$ cat src/rtl/ps2_mouse_cursor.sv
// PS/2 mouse packet decoder and cursor tracker.
// Two-stage pipeline: capture a verified 3-byte packet, then apply the
// clamped movement and button state to the registered cursor outputs.
module ps2_mouse_cursor #(
   parameter int X_MAX  = 639,
   parameter int Y_MAX  = 479,
   parameter int X_INIT = 320,
   parameter int Y_INIT = 240
) (
   input  logic        clk,
   input  logic        reset,
   input  logic        data_ready,
   input  logic [32:0] q,
   output logic [9:0]  cursor_x,
   output logic [9:0]  cursor_y,
   output logic        btn_left,
   output logic        btn_right,
   output logic        btn_middle,
   output logic        left_click,
   output logic        right_click,
   output logic        update,
   output logic        sync_err
);

   localparam logic signed [11:0] X_LIM = 12'(X_MAX);
   localparam logic signed [11:0] Y_LIM = 12'(Y_MAX);

   // Start/parity/stop framing bits are checked upstream and not needed here.
   logic unused_q_bits;
   assign unused_q_bits = ^{q[32:31], q[22:20], q[11:9], q[0]};

   logic       cap_valid;
   logic [7:0] byte0;
   logic [7:0] byte1;
   logic [7:0] byte2;

   logic signed [11:0] dx;
   logic signed [11:0] dy;
   logic signed [11:0] nx;
   logic signed [11:0] ny;
   logic [9:0]         clamped_x;
   logic [9:0]         clamped_y;

   // Saturate a signed position into the legal range [0, lim].
   function automatic logic [9:0] clamp_pos(input logic signed [11:0] v,
                                            input logic signed [11:0] lim);
      logic [9:0] r;
      if (v < 12'sd0) begin
         r = 10'd0;
      end else if (v > lim) begin
         r = lim[9:0];
      end else begin
         r = v[9:0];
      end
      return r;
   endfunction

   // Capture stage: latch the packet bytes only on the controller strobe.
   always_ff @(posedge clk or posedge reset) begin
      if (reset) begin
         cap_valid <= 1'b0;
         byte0     <= 8'd0;
         byte1     <= 8'd0;
         byte2     <= 8'd0;
      end else begin
         cap_valid <= data_ready;
         if (data_ready) begin
            byte0 <= q[8:1];
            byte1 <= q[19:12];
            byte2 <= q[30:23];
         end
      end
   end

   // Movement math: sign-extended deltas (zeroed on overflow), screen Y inverted, then clamped.
   always_comb begin
      dx = 12'sd0;
      dy = 12'sd0;
      if (!byte0[6]) begin
         dx = {{3{byte0[4]}}, byte0[4], byte1};
      end
      if (!byte0[7]) begin
         dy = {{3{byte0[5]}}, byte0[5], byte2};
      end
      nx = $signed({2'b00, cursor_x}) + dx;
      ny = $signed({2'b00, cursor_y}) - dy;
      clamped_x = clamp_pos(nx, X_LIM);
      clamped_y = clamp_pos(ny, Y_LIM);
   end

   // Compute stage: commit accepted packets, or flag a bad sync bit instead.
   always_ff @(posedge clk or posedge reset) begin
      if (reset) begin
         cursor_x    <= 10'(X_INIT);
         cursor_y    <= 10'(Y_INIT);
         btn_left    <= 1'b0;
         btn_right   <= 1'b0;
         btn_middle  <= 1'b0;
         left_click  <= 1'b0;
         right_click <= 1'b0;
         update      <= 1'b0;
         sync_err    <= 1'b0;
      end else begin
         left_click  <= 1'b0;
         right_click <= 1'b0;
         update      <= 1'b0;
         sync_err    <= 1'b0;
         if (cap_valid) begin
            if (byte0[3]) begin
               cursor_x    <= clamped_x;
               cursor_y    <= clamped_y;
               btn_left    <= byte0[0];
               btn_right   <= byte0[1];
               btn_middle  <= byte0[2];
               left_click  <= byte0[0] & ~btn_left;
               right_click <= byte0[1] & ~btn_right;
               update      <= 1'b1;
            end else begin
               sync_err    <= 1'b1;
            end
         end
      end
   end

endmodule
$ cat config.mk
export PLATFORM = sky130hd
export DESIGN_NAME = ps2_mouse_cursor
export DESIGN_NICKNAME = d
export VERILOG_FILES = /design/src/rtl/ps2_mouse_cursor.sv
export SDC_FILE = /design/constraint.sdc
export NUM_CORES = 1
export LEC_CHECK = 0
export BUFFER_PORTS_ARGS = -buffer_cell sky130_fd_sc_hd__buf_2
export CAP_MARGIN = 20
export CELL_PAD_IN_SITES_DETAIL_PLACEMENT = 0
export CELL_PAD_IN_SITES_GLOBAL_PLACEMENT = 1
export CORE_UTILIZATION = 40
export CTS_BUF_LIST = sky130_fd_sc_hd__clkbuf_8
export DETAILED_ROUTE_END_ITERATION = 7
export GPL_ROUTABILITY_DRIVEN = 0
export PLACE_DENSITY_LB_ADDON = 0.15
export SLEW_MARGIN = 0
export SYNTH_ARGS = -nofsm -noshare
export SYNTH_HDL_FRONTEND = slang
export SYNTH_SLANG_ARGS = --single-unit
$ cat constraint.sdc
create_clock -name clk -period 5.6 [get_ports clk]
set_input_delay 0.84 -clock clk [delete_from_list [all_inputs] [get_ports clk]]
set_output_delay 0.84 -clock clk [all_outputs]
set_load 0.05 [all_outputs]
; Word-level counts from Yosys, hierarchy flattened
; Cells that the tools add are included.
; W data, S select, Z words.
[word_totals]
ff_bits = 52
in_bits = 36
out_inout_bits = 27
[op_classes]
add_sub_neg = 2
n_lt_le_gt_ge = 4
muxes = 14
bitwise_logic = 4
n_reduce_logical = 1
[op_table]
columns = op, n
row1 = $mux W10, 4
row2 = $lt A12 B1 Y1 const B, 2
row3 = $mux W12, 2
row4 = $add A11 B12 Y12, 1
row5 = $gt A12 B10 Y1 const B, 1
row6 = $gt A12 B11 Y1 const B, 1
row7 = $sub A11 B12 Y12, 1
row8 = $mux W1, 8
row9 = $and A1 B1 Y1, 2
row10 = $not A1 Y1, 2
row11 = $reduce_and A2 Y1, 1

; Depth between registers and ports, before layout
[depth]
depth_word = 5
depth_mapped = 12
mapped_depth_nobuf = 12

; Least setup slack after synthesis
; No wires, ideal clock.
[synth_path]
kind = reg2reg
from = reg cursor_y[0]
to = reg cursor_y[0]
setup_time_ns = 0.140
arrival_ns = 2.804
t_required_ns = 5.460
setup_slack_ns = 2.656
stages_incl_launch_ff = 13
synth_period_minus_slack_ns = 2.944
cell_sequence = dfrtp_1 > inv_1 > ha_1 > inv_1 > fa_1 > a21o_1 > a21oi_1 > o22ai_1 > a211o_1 > o221ai_1 > nand4b_1 > a41oi_1 > a31oi_1
[synth_between]
elab_chain_len = 4
elab_cells_between_ends = 5
[synth_rtl]
columns = element, line_no
row1 = from (decl), 15  ; output logic [9:0] cursor_y,
row2 = from (signal assigned), 95  ; cursor_y <= 10'(Y_INIT);
row3 = from (signal assigned), 111  ; cursor_y <= clamped_y;
row4 = $sub A11 B12 Y12 *, 86  ; ny = $signed({2'b00, cursor_y}) - dy;
row5 = $gt A12 B10 Y1, 50  ; end else if (v > lim) begin
row6 = $mux W10, 50
row7 = $mux W10 *, 48  ; if (v < 12'sd0) begin
; Every way passes the cells marked *; elsewhere a longest branch is shown, timed or not.
; A chain may end at the register's enable or synchronous reset.

; Final worst setup path
[layout_path]
from = reg byte0[7]
to = reg cursor_y[3]
[layout_between]
elab_chain_len = 5
elab_cells_between_ends = 6
[layout_rtl]
columns = element, line_no
row1 = from (decl), 33  ; logic [7:0] byte0;
row2 = from (signal assigned), 68  ; byte0 <= q[8:1];
row3 = $mux W12 *, 82  ; if (!byte0[7]) begin
row4 = $sub A11 B12 Y12 *, 86
row5 = $gt A12 B10 Y1, 50
row6 = $mux W10, 50
row7 = $mux W10 *, 48
; Marks and branches as above.

==> impl_metrics.yaml <==
detailed_routing:
  first_pass_iters: 4
  via_per_inst: 5.21
  ant_nets: 0
  wl_per_cell_um: 14.5
  dr_total_vias: 2361
  drt_iter0_drc: 65
  wirelength_um: 6550
  drc: 0
setup_path:
  crit_path_end_kind: "flop"
  rr_startpoint: "byte0[7]$_DFFE_PP0P_"
  slowest_delay_ps: 650
  crit_chain: "nor2b_1 -> ha_1 -> inv_1 -> fa_1 -> a21o_1 -> a21oi_1 -> o22ai_1 -> a211o_1 -> o221ai_1 -> nand4b_1 -> a41oi_1 -> a22oi_1"
  cp_slowest_cell: "a41oi_1"
  crit_required_ps: 5750
  critPathLaunchType: "flop"
  path_class: "reg -> reg"
  rr_worst_depth: 12
  arrival_ps: 3640
  rr_endpoint: "cursor_y[3]$_DFFE_PP0P_"
  rrSetupSlack_ps: 2110
  cp_max_fo: 10
worst_hold_path:
  hold_depth: 1
  holdPathEnd: "sync_err$_DFF_PP0_"
  worstHoldPathType: "reg -> reg"
  worstHoldStart: "byte0[3]$_DFFE_PP0P_"
synthesis:
  yosysUniqueCellTypes: 46
  synth-main-ff-cell: "dfrtp_1"
  yosysSeqAreaShare_pct: 41.9
  synth-edff-count: 0
  async_flop_share_pct: 100
  syn_area_per_cell_um2: 10.5
  synthCells: 298
  syn_nets: 359
  syn_area_um2: 3120
  synth-seq-cells: 52
  yosysWarnings: 0
timing:
  finalCriticalPeriod_ps: 3490
  setup_violations: 0
  worst_pin_slew_ps: 753
  slew_headroom_pct: 49.1
  drv_slew: 0
  setup_tns_ps: 0
  fin_crit_sh_pct: 62.2
  finalHoldViolCount: 0
  fin_ws_ps: 2110
  max_freq_mhz: 287
  rsz0062_at_grt: "no"
  skew_ps: 11.9
final_layout:
  area_delta_synth_final_pct: 15.9
  seq_area_um2: 1310
  n_antenna_cell: 0
  drive_gt1_share_pct: 28.8
  finalNonFillerCells: 453
  postLayoutCellArea_um2: 3620
  layout.nets: 414
  nFillCells: 731
  multi_input_area_um2: 1720
clock_network:
  clock_path_buffers: 2
  cts_resized: 0
  htreeDepth: 2
  numCtsBuffers: 5
  cts_hold_buf: 0
  postCtsSetupBuffers: 0
  cts_sinks: 52
  worstSkewPairLatency_ps: 310
  cts_tree: "built"
  root_buffer: "clkbuf_8"
  path_clk_slew_ps: 100
status:
  status: "completed"
power:
  max-vdd-ir-drop_uv: 171
  leakage_uw: 0.00171
  power_density_nw_per_um2: 511
floorplanning:
  coreArea_um2: 7410
  initial_core_util_pct: 42.2
  rows: 31
  io_pins: 63
  fp.dieW_um: 90.4
  dieArea_um2: 8160
  die_h_um: 90.4
global_route:
  grt_first_pass_wirelength_um: 11400
  grt-ovfl-total: 0
  grt_max_degree: 32
  grtUsageTotal_pct: 17.4
  grt_pass1_vias: 2315
  antenna_found_initial: 0
placement:
  hpwl_um: 4720
  placed_cell_area_um2: 3500
  dp.cells: 445
  portBuffers: 53
  pre_cts_slack_ps: 2140
job:
  maxCapViolations: 0
[per-layer routing]
layer	vias up	wire length [um]	track usage (%)
li1	1181	-	-
met1	1124	3380	25.8
met2	54	2840	25.9
met3	2	305	3.45
met4	0	28	4.03
met5	-	0	0
[cell families (layout without fill, tap and decap cells)]
| logic type | count (synthesis) | after routing | share of synthesized area [%] |
|---|---|---|---|
| AND/OR/NAND/NOR | 82 | 82 | 13.7 |
| multiplexers | 29 | 29 | 10.4 |
| adder cells (fa/ha/maj) | 25 | 25 | 10.5 |
| AO/OA/AOI/OAI | 72 | 72 | 16.3 |
| XOR/XNOR | 15 | 15 | 4.21 |
| flip-flops | 52 | 52 | 41.9 |
| buffers and inverters | 23 | 79 | 3.04 |
[flip-flops by register name (all words and copies together) (netlist names)]
| register | flops |
|---|---|
| right_click | 1 |
| left_click | 1 |
| byte0 | 8 |
| cap_valid | 1 |
| btn_right | 1 |
| btn_middle | 1 |
| update | 1 |
| sync_err | 1 |
| byte1 | 8 |
| cursor_x | 10 |
| cursor_y | 10 |
| byte2 | 8 |
| btn_left | 1 |
[synthesized netlist by cell type (2+ instances only)]
master / instances / area share (%)
and3_1: 3 / 0.60
o211ai_1: 4 / 0.96
nor2b_1: 16 / 3.2
xnor2_1: 12 / 3.4
a22oi_1: 4 / 0.96
dfstp_2: 6 / 5.0
fa_1: 2 / 1.3
o21a_1: 2 / 0.48
mux2_2: 28 / 10
a211o_1: 3 / 0.84
o2111ai_1: 2 / 0.56
nor2_1: 17 / 2.0
a21oi_2: 2 / 0.56
a22o_1: 2 / 0.56
inv_1: 16 / 1.9
a21oi_1: 16 / 2.6
nand2b_1: 10 / 2.0
dfrtp_1: 46 / 37
a221o_1: 7 / 2.2
and2_1: 2 / 0.40
clkbuf_1: 5 / 0.60
ha_1: 23 / 9.2
xor2_1: 3 / 0.84
nand3_1: 9 / 1.4
nor3b_1: 2 / 0.48
nand2_1: 17 / 2.0
o21ai_0: 14 / 2.2
a21o_1: 7 / 1.7
[through the flow]
stage          total power [uW]  hold slack [ps]  util [%]
2_1_floorplan              1380              421         -
3_3_place_gp               1580              437      47.0
3_5_place_dp               1590              444      47.3
4_1_cts                    1870              457      48.9
5_1_grt                    2000              490      48.9
6_report                   1850              454      48.9
[cell type report]
cell class                 instances  area share (%)
inverter                          16            1.66
clock buffer                       5            1.90
tap                               99            3.42
clock inverter                     3            1.28
timing repair buffer              55            8.09
multi-input combinational        223            47.5
sequential                        52            36.2
[worst max path at each step]
stage | startpoint | slack, ps | to
floorplan | cursor_y[0]$_DFFE_PP0P_ | 2660 | cursor_y[0]$_DFFE_PP0P_
global placement | byte0[7]$_DFFE_PP0P_ | 2140 | cursor_y[0]$_DFFE_PP0P_
detailed placement | byte0[7]$_DFFE_PP0P_ | 2140 | cursor_y[3]$_DFFE_PP0P_
CTS | byte0[7]$_DFFE_PP0P_ | 2110 | cursor_y[3]$_DFFE_PP0P_
global route | byte0[7]$_DFFE_PP0P_ | 1880 | cursor_y[0]$_DFFE_PP0P_
finish | byte0[7]$_DFFE_PP0P_ | 2110 | cursor_y[3]$_DFFE_PP0P_
[placed cells by master, fill, tap and decap left out, types with 9 or more instances in the layout]
cell	Yosys	routed
nand2_1	17	17
xnor2_1	12	12
ha_1	23	23
nand3_1	9	9
inv_1	16	15
a21oi_1	16	16
o21ai_0	14	14
dfrtp_1	46	46
nand2b_1	10	10
nor2_1	17	17
nor2b_1	16	16
buf_2	1	53
mux2_2	28	28
[report_power, final]
group,total [uW],internal [uW],switching (uW)
sequential,545,473,72.1
clock,268,135,133
combinational,1040,376,660
total,1850,984,866
[worst max-delay path, delay by kind of cell, from the launching register on]
family	cells	cell delay, ps
DFF	1	490
AOI/OAI and AO/OA	7	1840
adders and majority gates	2	580
and+or+nand+nor	2	370
buffers and inverters	1	50
Note: power is estimated with default switching activity, not from simulation.
